===== src/rtl/ahb_gpio_irq.sv =====
// AHB-Lite GPIO slave with per-bit direction, input synchroniser and sticky
// edge-detect interrupts (W1C status, set wins over a same-cycle clear).
module ahb_gpio_irq #(
    parameter int WIDTH       = 16,
    parameter int SYNC_STAGES = 2
) (
    input  logic             clk,
    input  logic             reset,
    input  logic             HSEL,
    input  logic [31:0]      HADDR,
    input  logic [1:0]       HTRANS,
    input  logic             HWRITE,
    input  logic             HREADY,
    output logic             HREADYOUT,
    input  logic [31:0]      HWDATA,
    output logic [31:0]      HRDATA,
    input  logic [WIDTH-1:0] GPIOIN,
    output logic [WIDTH-1:0] GPIOOUT,
    output logic [WIDTH-1:0] GPIOOE,
    output logic             IRQ
);

    localparam logic [2:0] A_DATA = 3'd0;
    localparam logic [2:0] A_DIR  = 3'd1;
    localparam logic [2:0] A_EN   = 3'd2;
    localparam logic [2:0] A_TYPE = 3'd3;
    localparam logic [2:0] A_STAT = 3'd4;

    logic [2:0]       r_addr;
    logic             r_write;
    logic             r_valid;
    logic [WIDTH-1:0] r_out;
    logic [WIDTH-1:0] r_dir;
    logic [WIDTH-1:0] r_en;
    logic [WIDTH-1:0] r_type;
    logic [WIDTH-1:0] r_stat;
    logic [WIDTH-1:0] r_prev;
    logic [WIDTH-1:0] r_sync [SYNC_STAGES];

    logic [WIDTH-1:0] w_sync_in;
    logic [WIDTH-1:0] w_wdata;
    logic [WIDTH-1:0] w_set;
    logic [WIDTH-1:0] w_clr;
    logic             w_wr;
    logic [31:0]      w_rdata;
    logic             w_unused;

    assign w_sync_in = r_sync[SYNC_STAGES-1];
    assign w_wdata   = HWDATA[WIDTH-1:0];
    assign w_wr      = r_valid & r_write;
    assign w_set     = ((w_sync_in & ~r_prev & ~r_type) |
                        (~w_sync_in & r_prev & r_type)) & ~r_dir;
    assign w_clr     = (w_wr && r_addr == A_STAT) ? w_wdata : '0;
    assign w_unused  = &{1'b0, HADDR[31:5], HADDR[1:0], HTRANS[0], HWDATA};

    // NOTE: sequential state uses non-blocking assignments so every flop samples pre-edge values.
    always_ff @(posedge clk or posedge reset) begin
        if (reset) begin
            r_valid <= 1'b0;
            r_write <= 1'b0;
            r_addr  <= '0;
        end else if (HSEL && HREADY && HTRANS[1]) begin
            r_valid <= 1'b1;
            r_write <= HWRITE;
            r_addr  <= HADDR[4:2];
        end else begin
            r_valid <= 1'b0;
        end
    end

    // NOTE: the synchroniser array is reset explicitly so sync_in and prev_in start equal (no edge out of reset).
    always_ff @(posedge clk or posedge reset) begin
        if (reset) begin
            for (int i = 0; i < SYNC_STAGES; i++) r_sync[i] <= '0;
            r_prev <= '0;
        end else begin
            r_sync[0] <= GPIOIN;
            for (int i = 1; i < SYNC_STAGES; i++) r_sync[i] <= r_sync[i-1];
            r_prev <= w_sync_in;
        end
    end

    always_ff @(posedge clk or posedge reset) begin
        if (reset) begin
            r_out  <= '0;
            r_dir  <= '0;
            r_en   <= '0;
            r_type <= '0;
            r_stat <= '0;
        end else begin
            r_stat <= (r_stat & ~w_clr) | w_set;
            if (w_wr) begin
                case (r_addr)
                    A_DATA:  r_out  <= w_wdata;
                    A_DIR:   r_dir  <= w_wdata;
                    A_EN:    r_en   <= w_wdata;
                    A_TYPE:  r_type <= w_wdata;
                    default: ;
                endcase
            end
        end
    end

    // NOTE: the default assignment first keeps this mux free of inferred latches.
    always_comb begin
        w_rdata = '0;
        if (r_valid && !r_write) begin
            case (r_addr)
                A_DATA:  w_rdata[WIDTH-1:0] = (r_out & r_dir) | (w_sync_in & ~r_dir);
                A_DIR:   w_rdata[WIDTH-1:0] = r_dir;
                A_EN:    w_rdata[WIDTH-1:0] = r_en;
                A_TYPE:  w_rdata[WIDTH-1:0] = r_type;
                A_STAT:  w_rdata[WIDTH-1:0] = r_stat;
                default: ;
            endcase
        end
    end

    assign HRDATA    = w_rdata;
    assign HREADYOUT = 1'b1;
    assign GPIOOUT   = r_out;
    assign GPIOOE    = r_dir;
    assign IRQ       = |(r_stat & r_en);

endmodule

===== config.mk =====
export PLATFORM = sky130hd
export DESIGN_NAME = ahb_gpio_irq
export DESIGN_NICKNAME = d
export VERILOG_FILES = /design/src/rtl/ahb_gpio_irq.sv
export SDC_FILE = /design/constraint.sdc
export NUM_CORES = 1
export LEC_CHECK = 0
export ABC_CLOCK_PERIOD_IN_PS = 8800
export BUFFER_PORTS_ARGS = -buffer_cell sky130_fd_sc_hd__buf_2
export CORE_ASPECT_RATIO = 1.4
export CORE_MARGIN = 2
export CORE_UTILIZATION = 40
export DETAILED_ROUTE_END_ITERATION = 6
export HOLD_SLACK_MARGIN = 0.1
export PLACE_DENSITY_LB_ADDON = 0.3
export SLEW_MARGIN = 20
export SYNTH_ARGS = -nofsm -noshare
export SYNTH_HDL_FRONTEND = slang
export SYNTH_SLANG_ARGS = --single-unit

===== constraint.sdc =====
create_clock -name clk -period 8.8 [get_ports clk]
set_clock_uncertainty 0.15 [all_clocks]
set_input_delay 0 -clock clk [delete_from_list [all_inputs] [get_ports clk]]
set_output_delay 0 -clock clk [all_outputs]
set_load 0.1 [all_outputs]

==> flow_metrics.py, run 1 <==
metrics = {
    "drt": {
        "viasPerCell": 5.32,
        "drt_iter0_drc": 274,
        "drtPass1Iterations": 5,
        "avgRoutedWirePerCell_um": 17.8,
        "drc": 0,
        "wl_um": 14400,
        "ant_nets": 0,
        "vias": 4300,
    },
    "power_and_ir_drop": {
        "power.internal_mw": 1.35,
        "p_leak_nw": 3.54,
        "power_frac_comb_pct": 34.5,
        "power_frac_clock_pct": 29.3,
        "power.density_mw_per_mm2": 294,
        "power_switching_mw": 0.903,
        "p_seq_share_pct": 36.2,
        "ir_worst_vdd_mv": 0.155,
        "switching_share_pct": 40.1,
    },
    "layout": {
        "fillers": 1287,
        "nNetsFinal": 694,
        "register_area_mm2": 0.00333,
        "area.growth.synth_to_final_pct": 27.1,
        "n_antenna_cell": 0,
        "final_area_mm2": 0.00766,
        "layout-drive-gt1-share_pct": 33.4,
        "fin_cells": 808,
        "multiInputGateArea_mm2": 0.00242,
        "postLayoutCoreUtil_pct": 51.6,
    },
    "critical_path": {
        "crit_cells": 5,
        "start_kind": "flop",
        "crit_buf_inv": 2,
        "crit_required_ns": 8.65,
        "worst_r2r_endpoint": "r_type[8]",
        "reg2reg_depth": 4,
        "cp_slowest_stage_delay_ns": 0.69,
        "critPathKind": "flop to primary output",
        "r2r-start": "r_addr[1]",
        "cp_top_family": "buffers and inverters",
        "crit_end": "HRDATA[15]",
        "r2r_slack_ns": 5.93,
        "crit_arrival_ns": 3.09,
        "crit_start": "r_addr[0]",
        "crit_fanout": 21,
        "cp_cell_sequence": "buf_4, nor2_1, a222oi_1, o22ai_1, buf_2",
        "crit_path_end_kind": "primary output",
        "crit_slowest_cell": "dfrtp_1",
    },
    "grt": {
        "grt_use_total_pct": 18.8,
        "overflow": 0,
        "antenna_found_initial": 0,
        "grt_pass1_vias": 4433,
        "grt_pass1_wl_um": 23200,
        "grt_max_degree": 69,
    },
    "place": {
        "place_ws_ns": 5.93,
        "dpl.hpwl_um": 9200,
        "placed_area_mm2": 0.00652,
        "gp_congestion": 0.817,
        "portBuffers": 89,
        "dp_cells": 721,
    },
    "yosys": {
        "yosysWarnings": 0,
        "syn_area_per_cell_um2": 13.2,
        "netlist_area_mm2": 0.00603,
        "synth_top_area_share_pct": 55.2,
        "synth_edf_count": 0,
        "async_flop_share_pct": 100,
        "synth-seq-area-share_pct": 55.2,
        "yosys-top-cells-area": "dfrtp_1 (55%), mux2_2 (10%), mux2_4 (5.0%)",
        "synth_ff_type": "dfrtp_1",
        "ys_ff_latch": 133,
        "ys_types": 43,
        "synth.largest_area_cell": "dfrtp_1",
        "syn_inst": 458,
    },
    "sta": {
        "max_freq_mhz": 309,
        "fin_setup_tns_ns": 0,
        "hold_viol_final": 0,
        "slew_headroom_pct": 24.4,
        "fin_crit_sh_pct": 36.8,
        "period_minus_slack_ns": 3.24,
        "drv_slew": 0,
        "max_slew.worst_pin.slew_ns": 1.13,
        "layout_setup_ws_ns": 5.56,
        "setup_violations": 0,
        "rsz0062_at_grt": "no",
    },
    "clocking": {
        "htreeDepth": 4,
        "cts_tree": "yes",
        "clock_path_buffers": 2,
        "cts.sinks": 133,
        "cts_made_buffers": 17,
        "clkLatencyLatePin_ns": 0.41,
        "cts.root.buffer_cell": "clkbuf_16",
        "clkSlewWorstSetupHoldPaths_ns": 0.05,
        "postCtsResizedCells": 0,
    },
    "die": {
        "initial_core_util_pct": 40.6,
        "dieArea_mm2": 0.0161,
        "rows": 53,
        "ios": 153,
        "coreArea_mm2": 0.0149,
        "die_h_um": 149,
        "die_w_um": 108,
    },
    "outcome": {
        "status": "completed",
    },
    "worst_hold_path": {
        "hold_path.class": "primary input to asynchronous set/reset pin",
    },
    "run": {
        "drv_cap": 0,
    },
}
==> cells in the mapped netlist (2+ instances only) <==
cell type	n
dfrtp_1	133
mux2_2	56
nand3_1	23
mux2_4	20
nor2b_1	19
buf_4	18
nor2_1	17
o2bb2ai_1	16
a21oi_1	15
a22oi_1	13
buf_2	11
and3b_1	10
inv_1	10
nand3b_1	10
a22o_1	9
o22ai_1	9
a222oi_1	8
mux2i_1	6
nand2b_1	6
o311ai_0	5
or4b_1	5
a221oi_1	4
o21ai_0	4
buf_6	3
nor3_4	3
o21a_1	3
o32ai_1	3
buf_12	2
clkbuf_1	2
conb_1	2
==> registers in the layout, indices dropped and copies added (netlist names) <==
register   flops
r_valid        1
GPIOOUT       16
GPIOOE        16
r_stat        16
r_write        1
r_addr         3
w_sync_in     16
r_sync        16
r_type        16
r_prev        16
r_en          16
==> cells in the final DEF, fill, tap and decap left out, drive strengths merged, types with 8 or more instances in the layout <==
cell	synthesis	final
dfrtp	133	133
buf	36	95
mux2	76	76
dlygate4sd3	0	59
clkbuf	3	24
nand3	23	23
nor2b	19	19
nor2	18	18
conb	2	17
o2bb2ai	16	16
a21oi	15	15
a22oi	13	13
nand3b	11	11
inv	11	11
and3b	10	10
o22ai	9	9
a22o	9	9
a222oi	8	8
==> power groups by stage <==
| stage | Combinational [mW] | Sequential (mW) | Clock, mW |
|---|---|---|---|
| after floorplan | 0.334 | 1.11 | 0 |
| after global placement | 0.747 | 0.816 | 0 |
| after detailed placement | 0.756 | 0.823 | 0 |
| after CTS | 0.781 | 0.813 | 0.673 |
| after global routing | 0.814 | 0.832 | 0.698 |
| final | 0.777 | 0.815 | 0.660 |
==> layout make-up <==
| cell class | count | area share (%) |
|---|---|---|
| clock inverter | 4 | 0.620 |
| timing repair buffer | 154 | 14.1 |
| tap | 192 | 3.13 |
| multi-input combinational | 290 | 31.6 |
| inverter | 11 | 0.571 |
| sequential | 133 | 43.4 |
| clock buffer | 24 | 6.55 |
==> layer usage <==
metal  share of wire, %  global-route usage, %
met1                 43                   24.2
met2                 49                   30.2
met3                4.9                   4.67
met4                2.5                   7.88
met5                  0                      0
==> stage by stage <==
| step | hold slack (ns) | total power [mW] |
|---|---|---|
| finish | 0.150 | 2.25 |
| global route | 0.198 | 2.34 |
| CTS | 0.186 | 2.27 |
| detailed placement | -0.0403 | 1.58 |
| global placement | -0.0413 | 1.56 |
| floorplan | -0.119 | 1.45 |
==> kinds of logic (layout without fill, tap and decap cells) <==
kind of cell	count (synthesis)	in the layout	share of synthesized area, %
AND/OR/NAND/NOR	101	101	11.3
buffers and inverters	50	193	5.58
AO/OA/AOI/OAI	90	90	11.4
multiplexers	82	82	16.4
flip-flops	133	133	55.2
other	2	17	0.125
==> how the worst min path moves through the flow <==
stage / start / to / slack (ns) / cells after the start
floorplan: GPIOIN[0] / r_sync[16] / -0.12 / 0
global placement: GPIOIN[1] / r_sync[17] / -0.04 / 1
detailed placement: GPIOIN[2] / r_sync[18] / -0.04 / 1
CTS: reset / GPIOOUT[12] / 0.19 / 3
global route: r_sync[29] / w_sync_in[13] / 0.20 / 0
finish: reset / GPIOOE[0] / 0.15 / 3
==> repair_timing <==
action | 4_1_cts | 5_1_grt
buffers inserted | 0 | 0
hold buffers | 59 | 0
hold endpoints to repair | 166 | 0
==> worst min-delay path: cells and delay by family <==
family / cells / cell delay, ns
buf+inv: 3 / 1.23
Note: power is estimated with default switching activity, not from simulation.
==> run 2, diff against run 1 <==
--- a/config.mk
+++ b/config.mk
@@ -5,7 +5,7 @@
 export SDC_FILE = /design/constraint.sdc
 export NUM_CORES = 1
 export LEC_CHECK = 0
-export ABC_CLOCK_PERIOD_IN_PS = 8800
+export ABC_CLOCK_PERIOD_IN_PS = 2850
 export BUFFER_PORTS_ARGS = -buffer_cell sky130_fd_sc_hd__buf_2
 export CORE_ASPECT_RATIO = 1.4
 export CORE_MARGIN = 2
==> constraint.sdc (replaced) <==
create_clock -name clk -period 2.85 [get_ports clk]
set_clock_uncertainty 0.15 [all_clocks]
set_input_delay 0 -clock clk [delete_from_list [all_inputs] [get_ports clk]]
set_output_delay 0 -clock clk [all_outputs]
set_load 0.1 [all_outputs]
==> run 2 against run 1 <==
Effect of this change:
- clock-buffer cell count fell by 1
- worst setup slack got worse by 5.3 ns
- combinational power rose to 3.2 times the previous value
- critical path type unchanged
- critical path depth is the same
- wire length rose by 1.1%
==> flow_metrics.py, run 2 (synthesis results as in run 1) <==
metrics = {
    "clocking": {
        "htreeDepth": 4,
        "clkLatencyLatePin_ns": 0.41,
        "cts.root.buffer_cell": "clkbuf_16",
        "cts_tree": "yes",
        "cts.sinks": 133,
        "clock_path_buffers": 2,
        "clkSlewWorstSetupHoldPaths_ns": 0.06,
        "cts_made_buffers": 17,
    },
    "critical_path": {
        "crit_required_ns": 2.70,
        "crit_end": "HRDATA[10]",
        "worst_r2r_endpoint": "GPIOOE[8]",
        "crit_path_end_kind": "primary output",
        "r2r-start": "r_addr[0]",
        "crit_fanout": 13,
        "reg2reg_depth": 5,
        "r2r_slack_ns": 0.66,
        "crit_arrival_ns": 2.44,
        "start_kind": "flop",
        "crit_start": "r_addr[0]",
        "critPathKind": "flop to primary output",
    },
    "power_and_ir_drop": {
        "power.density_mw_per_mm2": 909,
        "p_leak_nw": 3.64,
        "ir_worst_vdd_mv": 0.578,
    },
    "grt": {
        "grt_max_degree": 134,
        "grt_use_total_pct": 19.2,
        "overflow": 0,
        "antenna_found_initial": 0,
        "grt_pass1_wl_um": 23300,
        "grt_pass1_vias": 4465,
    },
    "drt": {
        "avgRoutedWirePerCell_um": 17.6,
        "ant_nets": 0,
        "drtPass1Iterations": 7,
        "drt_iter0_drc": 194,
        "drc": 0,
        "wl_um": 14500,
        "viasPerCell": 5.32,
        "vias": 4401,
    },
    "sta": {
        "period_minus_slack_ns": 2.59,
        "drv_slew": 0,
        "max_freq_mhz": 386,
        "fin_setup_tns_ns": 0,
        "slew_headroom_pct": 51.9,
        "max_slew.worst_pin.slew_ns": 0.722,
        "setup_violations": 0,
        "fin_crit_sh_pct": 90.9,
        "hold_viol_final": 0,
        "rsz0062_at_grt": "no",
    },
    "layout": {
        "n_antenna_cell": 0,
        "final_common_cell": "dfrtp_1",
        "fillers": 1293,
        "multiInputGateArea_mm2": 0.00247,
        "register_area_mm2": 0.00333,
        "area.growth.synth_to_final_pct": 30.8,
        "fin_cells": 827,
        "final_cell_mix": "dfrtp_1 (133), buf_2 (89), dlygate4sd3_1 (59)",
        "nNetsFinal": 709,
        "layout-drive-gt1-share_pct": 36.2,
    },
    "run": {
        "drv_cap": 0,
    },
    "place": {
        "gp_congestion": 0.816,
        "dp_cells": 736,
        "portBuffers": 89,
        "dpl.hpwl_um": 9590,
    },
    "die": {
        "die_w_um": 108,
        "initial_core_util_pct": 40.6,
        "rows": 53,
        "ios": 153,
        "coreArea_mm2": 0.0149,
        "dieArea_mm2": 0.0161,
        "die_h_um": 149,
    },
    "worst_hold_path": {
        "hold_path.class": "primary input to asynchronous set/reset pin",
    },
    "outcome": {
        "status": "completed",
    },
}
-- run 2: cell types whose count changed in the layout (fill, tap and decap cells not counted), moves of 2 or more --
cell       previous run  this run
clkbuf_8              5         2
clkinv_2              2         4
clkbuf_1              2         4
o22ai_2               0         8
buf_4                 6        20
bufinv_16             1         3
o22ai_1               9         1
-- run 2: how the worst min path moves through the flow --
stage                     depth (start not counted)            to
final                                             4    r_sync[16]
after floorplan                                   0    r_sync[16]
after detailed placement                          1    r_sync[16]
after global routing                              0  w_sync_in[5]
after CTS                                         0  w_sync_in[5]
after global placement                            1    r_sync[30]
-- run 2: metrics by stage --
step / power (mW) / cell area, um^2 / hold slack [ns] / worst slack, ns / util [%]
after floorplan: 4.49 / 6140 / -0.119 / 0.126 / -
after global placement: 4.87 / 6700 / -0.0421 / 0.662 / 45.1
after detailed placement: 4.93 / 6700 / -0.0406 / 0.650 / 45.1
after CTS: 7.22 / 7880 / 0.194 / 0.237 / 53.1
after global routing: 7.47 / 7880 / 0.195 / 0.168 / 53.1
final: 7.17 / 7880 / 0.154 / 0.259 / 53.1
-- run 2: per-layer routing --
metal	GRT usage [%]	wire, um
met1	23.6	6210
met2	32.5	7540
met3	4.19	532
met4	8.01	252
met5	0	0
-- run 2: critical path, stage by stage, from the launching register on --
cell and delay, ns:
dfrtp_1 0.48, buf_4 0.24, or4b_1 0.51, o311ai_0 0.13, o2bb2ai_1 0.20, buf_2 0.46
-- run 2: timing repair --
item	4_1_cts	5_1_grt
resized for setup	0	0
setup buffers	0	0
hold endpoints to repair	234	0
hold buffers	59	0
-- run 2: power breakdown --
part | switching (mW) | total, mW | leakage (nW) | internal (mW)
sequential | 0.312 | 2.51 | 1.62 | 2.20
clock | 0.784 | 2.20 | 0.291 | 1.42
combinational | 1.75 | 2.46 | 1.74 | 0.711
total | 2.84 | 7.17 | 3.64 | 4.32
-- run 2: final cells by class --
type                            count  area share [%]
Sequential cell                   133            42.2
Clock inverter                      9            1.60
Timing Repair Buffer              169            15.3
Clock buffer                       23            5.94
Inverter                           11           0.571
Tap cell                          192            3.05
Multi-Input combinational cell    290            31.3
